<file path="src/rtl/spi_flash_reader_if.sv">
// spi_flash_reader_if: groups the request/completion handshake, the BRAM
// write port and the SPI flash pins of spi_flash_reader.
//   slave  modport - the reader itself (takes requests, drives BRAM and SPI).
//   master modport - the loader/flash side (issues requests, returns MISO).
// Signals:
//   i_read_addr[31:0]           flash byte start address
//   i_read_len[BRAM_AW:0]       byte count (0 or >BLOCK_SIZE = BLOCK_SIZE)
//   i_read_stb                  one-cycle request strobe
//   o_busy, o_read_done_stb     status / completion pulse
//   o_write_bram_stb/addr/data  one strobe per received byte
//   o_spi_cs_n, o_spi_clk, o_spi_mosi, i_spi_miso  SPI mode 3 pins
interface spi_flash_reader_if #(
  parameter int BRAM_AW = 10
);
  logic [31:0]        i_read_addr;
  logic [BRAM_AW:0]   i_read_len;
  logic               i_read_stb;
  logic               o_busy;
  logic               o_read_done_stb;
  logic               o_write_bram_stb;
  logic [BRAM_AW-1:0] o_write_bram_addr;
  logic [7:0]         o_write_bram_data;
  logic               o_spi_cs_n;
  logic               o_spi_clk;
  logic               o_spi_mosi;
  logic               i_spi_miso;

  modport slave (
    input  i_read_addr, i_read_len, i_read_stb, i_spi_miso,
    output o_busy, o_read_done_stb, o_write_bram_stb, o_write_bram_addr,
           o_write_bram_data, o_spi_cs_n, o_spi_clk, o_spi_mosi
  );

  modport master (
    output i_read_addr, i_read_len, i_read_stb, i_spi_miso,
    input  o_busy, o_read_done_stb, o_write_bram_stb, o_write_bram_addr,
           o_write_bram_data, o_spi_cs_n, o_spi_clk, o_spi_mosi
  );
endinterface

</file>
<file path="src/rtl/spi_flash_reader.sv">
// spi_flash_reader: SPI NOR flash block reader. Sends a read opcode and a
// 3- or 4-byte address (SPI mode 3), then shifts in the requested number of
// bytes and presents each one on a BRAM write strobe.
// Ports:
//   i_clk  system clock (rising edge)
//   i_rst  asynchronous active-high reset
//   bus    spi_flash_reader_if.slave (request handshake, BRAM port, SPI pins)
// Parameters: BLOCK_SIZE, BRAM_AW, ADDR_BYTES (3/4), SPI_CLK_DIV (half-period).
// Optional feature: define SPI_FLASH_FAST_READ_EN for fast-read opcodes
// (0x0B / 0x0C) with 8 dummy clocks between address and data.
module spi_flash_reader #(
  parameter int BLOCK_SIZE  = 512,
  parameter int BRAM_AW     = 10,
  parameter int ADDR_BYTES  = 3,
  parameter int SPI_CLK_DIV = 50
) (
  input logic               i_clk,
  input logic               i_rst,
  spi_flash_reader_if.slave bus
);
  localparam int LEN_W = BRAM_AW + 1;

  localparam logic [2:0] S_IDLE  = 3'd0;
  localparam logic [2:0] S_CMD   = 3'd1;
  localparam logic [2:0] S_ADDR  = 3'd2;
`ifdef SPI_FLASH_FAST_READ_EN
  localparam logic [2:0] S_DUMMY = 3'd3;
  localparam logic [7:0] OPCODE  = (ADDR_BYTES == 4) ? 8'h0C : 8'h0B;
`else
  localparam logic [7:0] OPCODE  = (ADDR_BYTES == 4) ? 8'h13 : 8'h03;
`endif
  localparam logic [2:0] S_DATA  = 3'd4;
  localparam logic [2:0] S_END   = 3'd5;

  localparam logic [7:0]       DIV_LAST  = 8'(SPI_CLK_DIV - 1);
  localparam logic [5:0]       ADDR_LAST = 6'(8 * ADDR_BYTES - 1);
  localparam logic [LEN_W-1:0] BLK_LEN   = LEN_W'(BLOCK_SIZE);

  logic [2:0]         state_q, state_d;
  logic [7:0]         div_q, div_d;
  logic               sclk_q, sclk_d;
  logic               cs_n_q, cs_n_d;
  logic               mosi_q, mosi_d;
  logic               busy_q, busy_d;
  logic               done_q, done_d;
  logic               wstb_q, wstb_d;
  logic [BRAM_AW-1:0] waddr_q, waddr_d;
  logic [7:0]         wdata_q, wdata_d;
  logic [39:0]        tx_q, tx_d;        // opcode + address, MSB shifted first
  logic [6:0]         rx_q, rx_d;        // first 7 bits of the byte in flight
  logic [5:0]         bit_cnt_q, bit_cnt_d;
  logic [LEN_W-1:0]   byte_cnt_q, byte_cnt_d;
  logic [LEN_W-1:0]   len_q, len_d;

  logic               tick, fall, rise, shifting, hdr_phase;
  logic [LEN_W-1:0]   eff_len;

  assign tick = (div_q == DIV_LAST);
  // sclk idles high, so a wrap while high is a falling edge and vice versa
  assign fall = tick & sclk_q;
  assign rise = tick & ~sclk_q;
  assign hdr_phase = (state_q == S_CMD) || (state_q == S_ADDR);
  assign shifting  = hdr_phase || (state_q == S_DATA)
`ifdef SPI_FLASH_FAST_READ_EN
                     || (state_q == S_DUMMY)
`endif
                     ;
  assign eff_len = (bus.i_read_len == '0 || bus.i_read_len > BLK_LEN) ?
                   BLK_LEN : bus.i_read_len;

  always_comb begin
    state_d    = state_q;
    div_d      = div_q;
    sclk_d     = sclk_q;
    cs_n_d     = cs_n_q;
    mosi_d     = mosi_q;
    busy_d     = busy_q;
    done_d     = 1'b0;
    wstb_d     = 1'b0;
    waddr_d    = waddr_q;
    wdata_d    = wdata_q;
    tx_d       = tx_q;
    rx_d       = rx_q;
    bit_cnt_d  = bit_cnt_q;
    byte_cnt_d = byte_cnt_q;
    len_d      = len_q;

    if (state_q == S_IDLE) begin
      div_d = '0;
      // busy stays up through the done cycle, so the earliest new request
      // is the cycle after the done pulse
      if (done_q) busy_d = 1'b0;
      if (!busy_q && bus.i_read_stb) begin
        busy_d     = 1'b1;
        cs_n_d     = 1'b0;
        state_d    = S_CMD;
        len_d      = eff_len;
        bit_cnt_d  = '0;
        byte_cnt_d = '0;
        tx_d       = (ADDR_BYTES == 4) ? {OPCODE, bus.i_read_addr}
                                       : {OPCODE, bus.i_read_addr[23:0], 8'hFF};
      end
    end else if (state_q == S_END) begin
      // sclk already high after the last rising edge; wait one half-period
      div_d = tick ? '0 : div_q + 8'd1;
      if (tick) begin
        cs_n_d  = 1'b1;
        mosi_d  = 1'b1;
        done_d  = 1'b1;
        state_d = S_IDLE;
      end
    end else if (shifting) begin
      div_d = tick ? '0 : div_q + 8'd1;
      if (fall) begin
        sclk_d = 1'b0;
        mosi_d = hdr_phase ? tx_q[39] : 1'b1;
        tx_d   = {tx_q[38:0], 1'b0};
      end
      if (rise) begin
        sclk_d    = 1'b1;
        bit_cnt_d = bit_cnt_q + 6'd1;
        case (state_q)
          S_CMD: if (bit_cnt_q == 6'd7) begin
            bit_cnt_d = '0;
            state_d   = S_ADDR;
          end
          S_ADDR: if (bit_cnt_q == ADDR_LAST) begin
            bit_cnt_d = '0;
`ifdef SPI_FLASH_FAST_READ_EN
            state_d   = S_DUMMY;
`else
            state_d   = S_DATA;
`endif
          end
`ifdef SPI_FLASH_FAST_READ_EN
          S_DUMMY: if (bit_cnt_q == 6'd7) begin
            bit_cnt_d = '0;
            state_d   = S_DATA;
          end
`endif
          S_DATA: begin
            rx_d = {rx_q[5:0], bus.i_spi_miso};
            if (bit_cnt_q == 6'd7) begin
              bit_cnt_d  = '0;
              wstb_d     = 1'b1;
              wdata_d    = {rx_q, bus.i_spi_miso};
              waddr_d    = byte_cnt_q[BRAM_AW-1:0];
              byte_cnt_d = byte_cnt_q + LEN_W'(1);
              if (byte_cnt_q == len_q - LEN_W'(1)) state_d = S_END;
            end
          end
          default: ;
        endcase
      end
    end else begin
      // unreachable encoding: drop the bus and recover to idle
      state_d = S_IDLE;
      cs_n_d  = 1'b1;
      sclk_d  = 1'b1;
      mosi_d  = 1'b1;
      busy_d  = 1'b0;
    end
  end

  always_ff @(posedge i_clk or posedge i_rst) begin
    if (i_rst) begin
      state_q    <= S_IDLE;
      div_q      <= '0;
      sclk_q     <= 1'b1;
      cs_n_q     <= 1'b1;
      mosi_q     <= 1'b1;
      busy_q     <= 1'b0;
      done_q     <= 1'b0;
      wstb_q     <= 1'b0;
      waddr_q    <= '0;
      wdata_q    <= '0;
      tx_q       <= '0;
      rx_q       <= '0;
      bit_cnt_q  <= '0;
      byte_cnt_q <= '0;
      len_q      <= '0;
    end else begin
      state_q    <= state_d;
      div_q      <= div_d;
      sclk_q     <= sclk_d;
      cs_n_q     <= cs_n_d;
      mosi_q     <= mosi_d;
      busy_q     <= busy_d;
      done_q     <= done_d;
      wstb_q     <= wstb_d;
      waddr_q    <= waddr_d;
      wdata_q    <= wdata_d;
      tx_q       <= tx_d;
      rx_q       <= rx_d;
      bit_cnt_q  <= bit_cnt_d;
      byte_cnt_q <= byte_cnt_d;
      len_q      <= len_d;
    end
  end

  assign bus.o_busy            = busy_q;
  assign bus.o_read_done_stb   = done_q;
  assign bus.o_write_bram_stb  = wstb_q;
  assign bus.o_write_bram_addr = waddr_q;
  assign bus.o_write_bram_data = wdata_q;
  assign bus.o_spi_cs_n        = cs_n_q;
  assign bus.o_spi_clk         = sclk_q;
  assign bus.o_spi_mosi        = mosi_q;
endmodule

</file>
<file path="src/flat_wrapper.sv">
// flat-port wrapper written by rule: the top's interface ports become plain ports
module spi_flash_reader_flat 
#(
  parameter int BLOCK_SIZE  = 512,
  parameter int BRAM_AW     = 10,
  parameter int ADDR_BYTES  = 3,
  parameter int SPI_CLK_DIV = 50
)
  (i_clk, i_rst, bus_i_read_addr, bus_i_read_len, bus_i_read_stb, bus_i_spi_miso, bus_o_busy, bus_o_read_done_stb, bus_o_write_bram_stb, bus_o_write_bram_addr, bus_o_write_bram_data, bus_o_spi_cs_n, bus_o_spi_clk, bus_o_spi_mosi);
  spi_flash_reader_if #(.BRAM_AW(BRAM_AW)) bus_i ();
  input logic i_clk;
  input logic i_rst;
  input wire logic [$bits(bus_i.i_read_addr)-1:0] bus_i_read_addr;
  input wire logic [$bits(bus_i.i_read_len)-1:0] bus_i_read_len;
  input wire logic [$bits(bus_i.i_read_stb)-1:0] bus_i_read_stb;
  input wire logic [$bits(bus_i.i_spi_miso)-1:0] bus_i_spi_miso;
  output wire logic [$bits(bus_i.o_busy)-1:0] bus_o_busy;
  output wire logic [$bits(bus_i.o_read_done_stb)-1:0] bus_o_read_done_stb;
  output wire logic [$bits(bus_i.o_write_bram_stb)-1:0] bus_o_write_bram_stb;
  output wire logic [$bits(bus_i.o_write_bram_addr)-1:0] bus_o_write_bram_addr;
  output wire logic [$bits(bus_i.o_write_bram_data)-1:0] bus_o_write_bram_data;
  output wire logic [$bits(bus_i.o_spi_cs_n)-1:0] bus_o_spi_cs_n;
  output wire logic [$bits(bus_i.o_spi_clk)-1:0] bus_o_spi_clk;
  output wire logic [$bits(bus_i.o_spi_mosi)-1:0] bus_o_spi_mosi;
  assign bus_i.i_read_addr = bus_i_read_addr;
  assign bus_i.i_read_len = bus_i_read_len;
  assign bus_i.i_read_stb = bus_i_read_stb;
  assign bus_i.i_spi_miso = bus_i_spi_miso;
  assign bus_o_busy = bus_i.o_busy;
  assign bus_o_read_done_stb = bus_i.o_read_done_stb;
  assign bus_o_write_bram_stb = bus_i.o_write_bram_stb;
  assign bus_o_write_bram_addr = bus_i.o_write_bram_addr;
  assign bus_o_write_bram_data = bus_i.o_write_bram_data;
  assign bus_o_spi_cs_n = bus_i.o_spi_cs_n;
  assign bus_o_spi_clk = bus_i.o_spi_clk;
  assign bus_o_spi_mosi = bus_i.o_spi_mosi;
  spi_flash_reader #(.BLOCK_SIZE(BLOCK_SIZE), .BRAM_AW(BRAM_AW), .ADDR_BYTES(ADDR_BYTES), .SPI_CLK_DIV(SPI_CLK_DIV)) u_core (.i_clk(i_clk), .i_rst(i_rst), .bus(bus_i));
endmodule
</file>
<file path="config.mk">
export PLATFORM = sky130hd
export DESIGN_NAME = spi_flash_reader_flat
export DESIGN_NICKNAME = d
export VERILOG_FILES = /design/src/rtl/spi_flash_reader_if.sv /design/src/rtl/spi_flash_reader.sv /design/src/flat_wrapper.sv
export SDC_FILE = /design/constraint.sdc
export NUM_CORES = 1
export LEC_CHECK = 0
export BUFFER_PORTS_ARGS = -buffer_cell sky130_fd_sc_hd__buf_4
export CAP_MARGIN = 40
export CORE_MARGIN = 3
export CORE_UTILIZATION = 63
export DETAILED_ROUTE_END_ITERATION = 10
export GPL_ROUTABILITY_DRIVEN = 0
export MAX_ROUTING_LAYER = met4
export PLACE_DENSITY = 0.89
export RECOVER_POWER = 100
export SKIP_LAST_GASP = 1
export SLEW_MARGIN = 10
export SYNTH_ARGS = -nofsm -noshare
export SYNTH_HDL_FRONTEND = slang
export SYNTH_SLANG_ARGS = --single-unit
</file>
<file path="constraint.sdc">
create_clock -name i_clk -period 9.5 [get_ports i_clk]
set_input_delay 0.475 -clock i_clk [delete_from_list [all_inputs] [get_ports i_clk]]
set_output_delay 0.475 -clock i_clk [all_outputs]
set_load 0.02 [all_outputs]
</file>
==> impl_metrics.env <==
export IMPL_power_leakage_nw=2.94
export IMPL_ys_types=64
export IMPL_fin_nets=667
export IMPL_die_h_um=101
export IMPL_cts_resized=0
export IMPL_setup_viol=0
export IMPL_reg2reg_slack_ps=4950
export IMPL_required_ps=9370
export IMPL_num_rows=33
export IMPL_crit_slowest_cell="clkbuf_1"
export IMPL_top_usage_layer="met2"
export IMPL_synthArstFlopShare_pct=100
export IMPL_grt_pass1_vias=4364
export IMPL_start_util_pct=66.8
export IMPL_period_share_pct=48.3
export IMPL_areaGrowthSynthToFinish_pct=10.5
export IMPL_seq_area_frac_synth_pct=49.0
export IMPL_timing_worst_slew_pin_value_ps=2850
export IMPL_syn_avg_cell_area_sq_um=9.91
export IMPL_clock_latency_ps=380
export IMPL_rsz0062_at_grt="no"
export IMPL_fp_coreArea_sq_mm=0.00842
export IMPL_r2r_cells=5
export IMPL_critPathKind="input pin to asynchronous set/reset pin"
export IMPL_die_x_um=101
export IMPL_place_area_sq_mm=0.00616
export IMPL_antenna_found_initial=0
export IMPL_port_buffers=62
export IMPL_max_freq_mhz=218
export IMPL_cp_max_fo=54
export IMPL_n_antenna_cell=0
export IMPL_holdPathEnd="u_core.len_q[5]"
export IMPL_drv_cap=3
export IMPL_cts_made_buffers=9
export IMPL_track_usage_pct=25.9
export IMPL_remaining_drc_errors=0
export IMPL_skew_ps=12.5
export IMPL_crit_top_cell="clkbuf_1"
export IMPL_grt_ovfl_total=0
export IMPL_vias=4345
export IMPL_cts_root_buf="clkbuf_8"
export IMPL_startpoint_type="input pin"
export IMPL_ir_drop_uv=80.0
export IMPL_slew_headroom_pct=-89.9
export IMPL_hold_depth=2
export IMPL_grt_max_degree=55
export IMPL_setup_worst_path_end_class="asynchronous set/reset pin"
export IMPL_viasPerCell=5.99
export IMPL_cp_startpoint="i_rst"
export IMPL_cts_sinks=110
export IMPL_p_total_w=0.000810
export IMPL_ys_warnings_count=0
export IMPL_final_max_slew_viol_count=134
export IMPL_tritoncts="yes"
export IMPL_drt_wl_total_um=12000
export IMPL_synth_edff_count=0
export IMPL_met2_usage_pct=44.2
export IMPL_tns_ps=0
export IMPL_crit_arrival_ps=4460
export IMPL_drive_gt1_share_pct=16.6
export IMPL_die_area_sq_mm=0.0101
export IMPL_grt_pass1_wl_um=20400
export IMPL_violations="capacitance limit, slew limit"
export IMPL_synth_cell_area_sq_mm=0.00563
export IMPL_synth_cells=568
export IMPL_synth_nets=620
export IMPL_worst_r2r_endpoint="u_core.len_q[7]"
export IMPL_n_fill_cell=598
export IMPL_r2r_start="u_core.state_q[1]"
export IMPL_htree_levels=3
export IMPL_outcome="finished, violations left"
export IMPL_synth_flop_cell="dfrtp_1"
export IMPL_p_per_area_mw_per_mm2=130
export IMPL_worstPathCellList="clkbuf_4, clkinvlp_2, clkbuf_1, clkbuf_1"
export IMPL_routedWlPerCell_um=16.5
export IMPL_ys_ff_latch=110
export IMPL_cts_setup_buffers=0
export IMPL_period_minus_slack_ps=4590
export IMPL_cts_hold_buf=0
export IMPL_use_met1_pct=31.6
export IMPL_hold_path_startpoint="bus_i_read_len[5]"
export IMPL_hp_class="input pin to register"
export IMPL_ios=71
export IMPL_firstDrtPassIters=5
export IMPL_report_final_hold_viol_count=0
export IMPL_ant_nets=0
export IMPL_clk_pin_slew_ps=110
export IMPL_place_hpwl_um=8140
export IMPL_met3_usage_pct=4.01
export IMPL_cts_max_path_buffers=2
export IMPL_postLayoutCellArea_sq_mm=0.00622
export IMPL_slowest_delay_ps=2080
export IMPL_dr_first_iter_drc_count=249
-- sequential cells by signal (all words and copies together) (netlist names) --
name                          count
u_core.byte_cnt_q                11
u_core.state_q                    3
u_core.bus.o_spi_cs_n             1
u_core.div_q                      8
u_core.bus.o_spi_mosi             1
u_core.bit_cnt_q                  6
u_core.bus.o_write_bram_stb       1
u_core.rx_q                       7
u_core.bus.o_write_bram_data      8
u_core.len_q                     11
u_core.bus.o_write_bram_addr     10
u_core.bus.o_read_done_stb        1
u_core.tx_q                      40
u_core.bus.o_busy                 1
u_core.bus.o_spi_clk              1
-- Yosys cell counts, types with 2 or more instances --
master     number  area share (%)
and2_1          2            0.22
o21ai_0        17             1.5
nor3_1         12             1.1
buf_6           2            0.40
mux2_2         34             6.8
nor4_1         14             1.6
nor3b_1         2            0.27
a21oi_1        14             1.2
nor2_1         37             2.5
mux2i_1        16             2.8
o21a_1          3            0.40
or4_1           4            0.53
mux2_1         16             3.2
and3_1          4            0.44
nand3_1        11            0.98
a21o_1          2            0.27
inv_1          25             1.7
dfrtp_1       107              48
buf_1           7            0.47
o2111ai_1       2            0.31
nor2b_1         2            0.22
o31ai_1         5            0.67
o211ai_1        3            0.40
nand4bb_1       2            0.40
or4b_1          2            0.36
or2_2           4            0.44
dfstp_2         3             1.4
clkbuf_1       22             1.5
nand4_1         7            0.78
nand3b_1        2            0.27
ha_1            5             1.1
xor2_1          6            0.93
a22o_1         11             1.7
nand2_1       106             7.1
buf_2           2            0.18
or3_1           7            0.78
xnor2_1        15             2.3
nand2b_1        7            0.78
-- worst max-delay path, delay by kind of cell --
kind / cells / cell delay, ps
buffers and inverters: 4 / 3940
-- metrics by stage --
stage / utilization (%) / hold WS [ps] / instances / setup slack (ps)
final: 73.8 / 314 / 725 / 4910
after global routing: 73.8 / 307 / 725 / 3950
after detailed placement: 73.2 / 477 / 708 / 6220
after global placement: 72.7 / 460 / 706 / 6350
after floorplan: - / 450 / 568 / 6130
after CTS: 75.5 / 114 / 724 / 6210
-- how the worst max path moves through the flow --
stage               cells after the start  slack (ps)                              end
detailed placement                      5        6220                  u_core.len_q[7]
CTS                                     5        6210                  u_core.len_q[7]
finish                                  4        4910  u_core.bus.o_write_bram_addr[2]
global route                            4        3950                   u_core.rx_q[4]
floorplan                               1        6130              u_core.bit_cnt_q[0]
global placement                        5        6350                  u_core.len_q[7]
-- power breakdown --
group	internal (W)	switching [W]
Sequential	0.000470	0.00000310
Clock	0.000124	0.000162
Combinational	0.0000206	0.0000296
Total	0.000615	0.000195
-- layer usage --
layer | part of all wire, % | wire length [um]
met1 | 42 | 4980
met2 | 52 | 6230
met3 | 4.2 | 502
met4 | 2.0 | 239
met5 | 0 | 0
-- cell type report --
type	instances	area, sq um	share of cell area (%)
clock inverter	6	68.8	1.11
tap	105	131	2.11
timing repair buffer	69	413	6.64
clock buffer	10	128	2.05
multi-input combinational	399	2620	42.2
inverter	26	100	1.61
sequential	110	2760	44.3
-- kinds of logic after synthesis --
logic type / synth area share, %
buffers and inverters: 4.27
AO/OA/AOI/OAI: 9.47
flip-flops: 49.0
adder cells (fa/ha/maj): 1.11
AND/OR/NAND/NOR: 20.0
XOR/XNOR: 3.27
multiplexers: 12.9
-- cells in the final DEF, fill, tap and decap left out, drive strengths merged, types with 3 or more instances in the layout --
cell type	netlist	layout
ha	5	5
nand2b	7	7
mux2	50	50
nand3	11	11
xor2	6	6
clkbuf	22	39
clkinvlp	0	3
or3	7	7
dfrtp	107	107
dfstp	3	3
nor2	37	37
or2	4	4
o21a	3	3
a21oi	14	14
xnor2	15	15
and3	4	4
nand4	7	7
buf	11	40
o211ai	3	3
a22o	11	11
nor4	14	14
inv	25	26
o21ai	18	18
nand2	106	106
or4	4	4
nor3	12	12
o31ai	5	5
mux2i	16	16
Power figures use the tool's default switching activity.
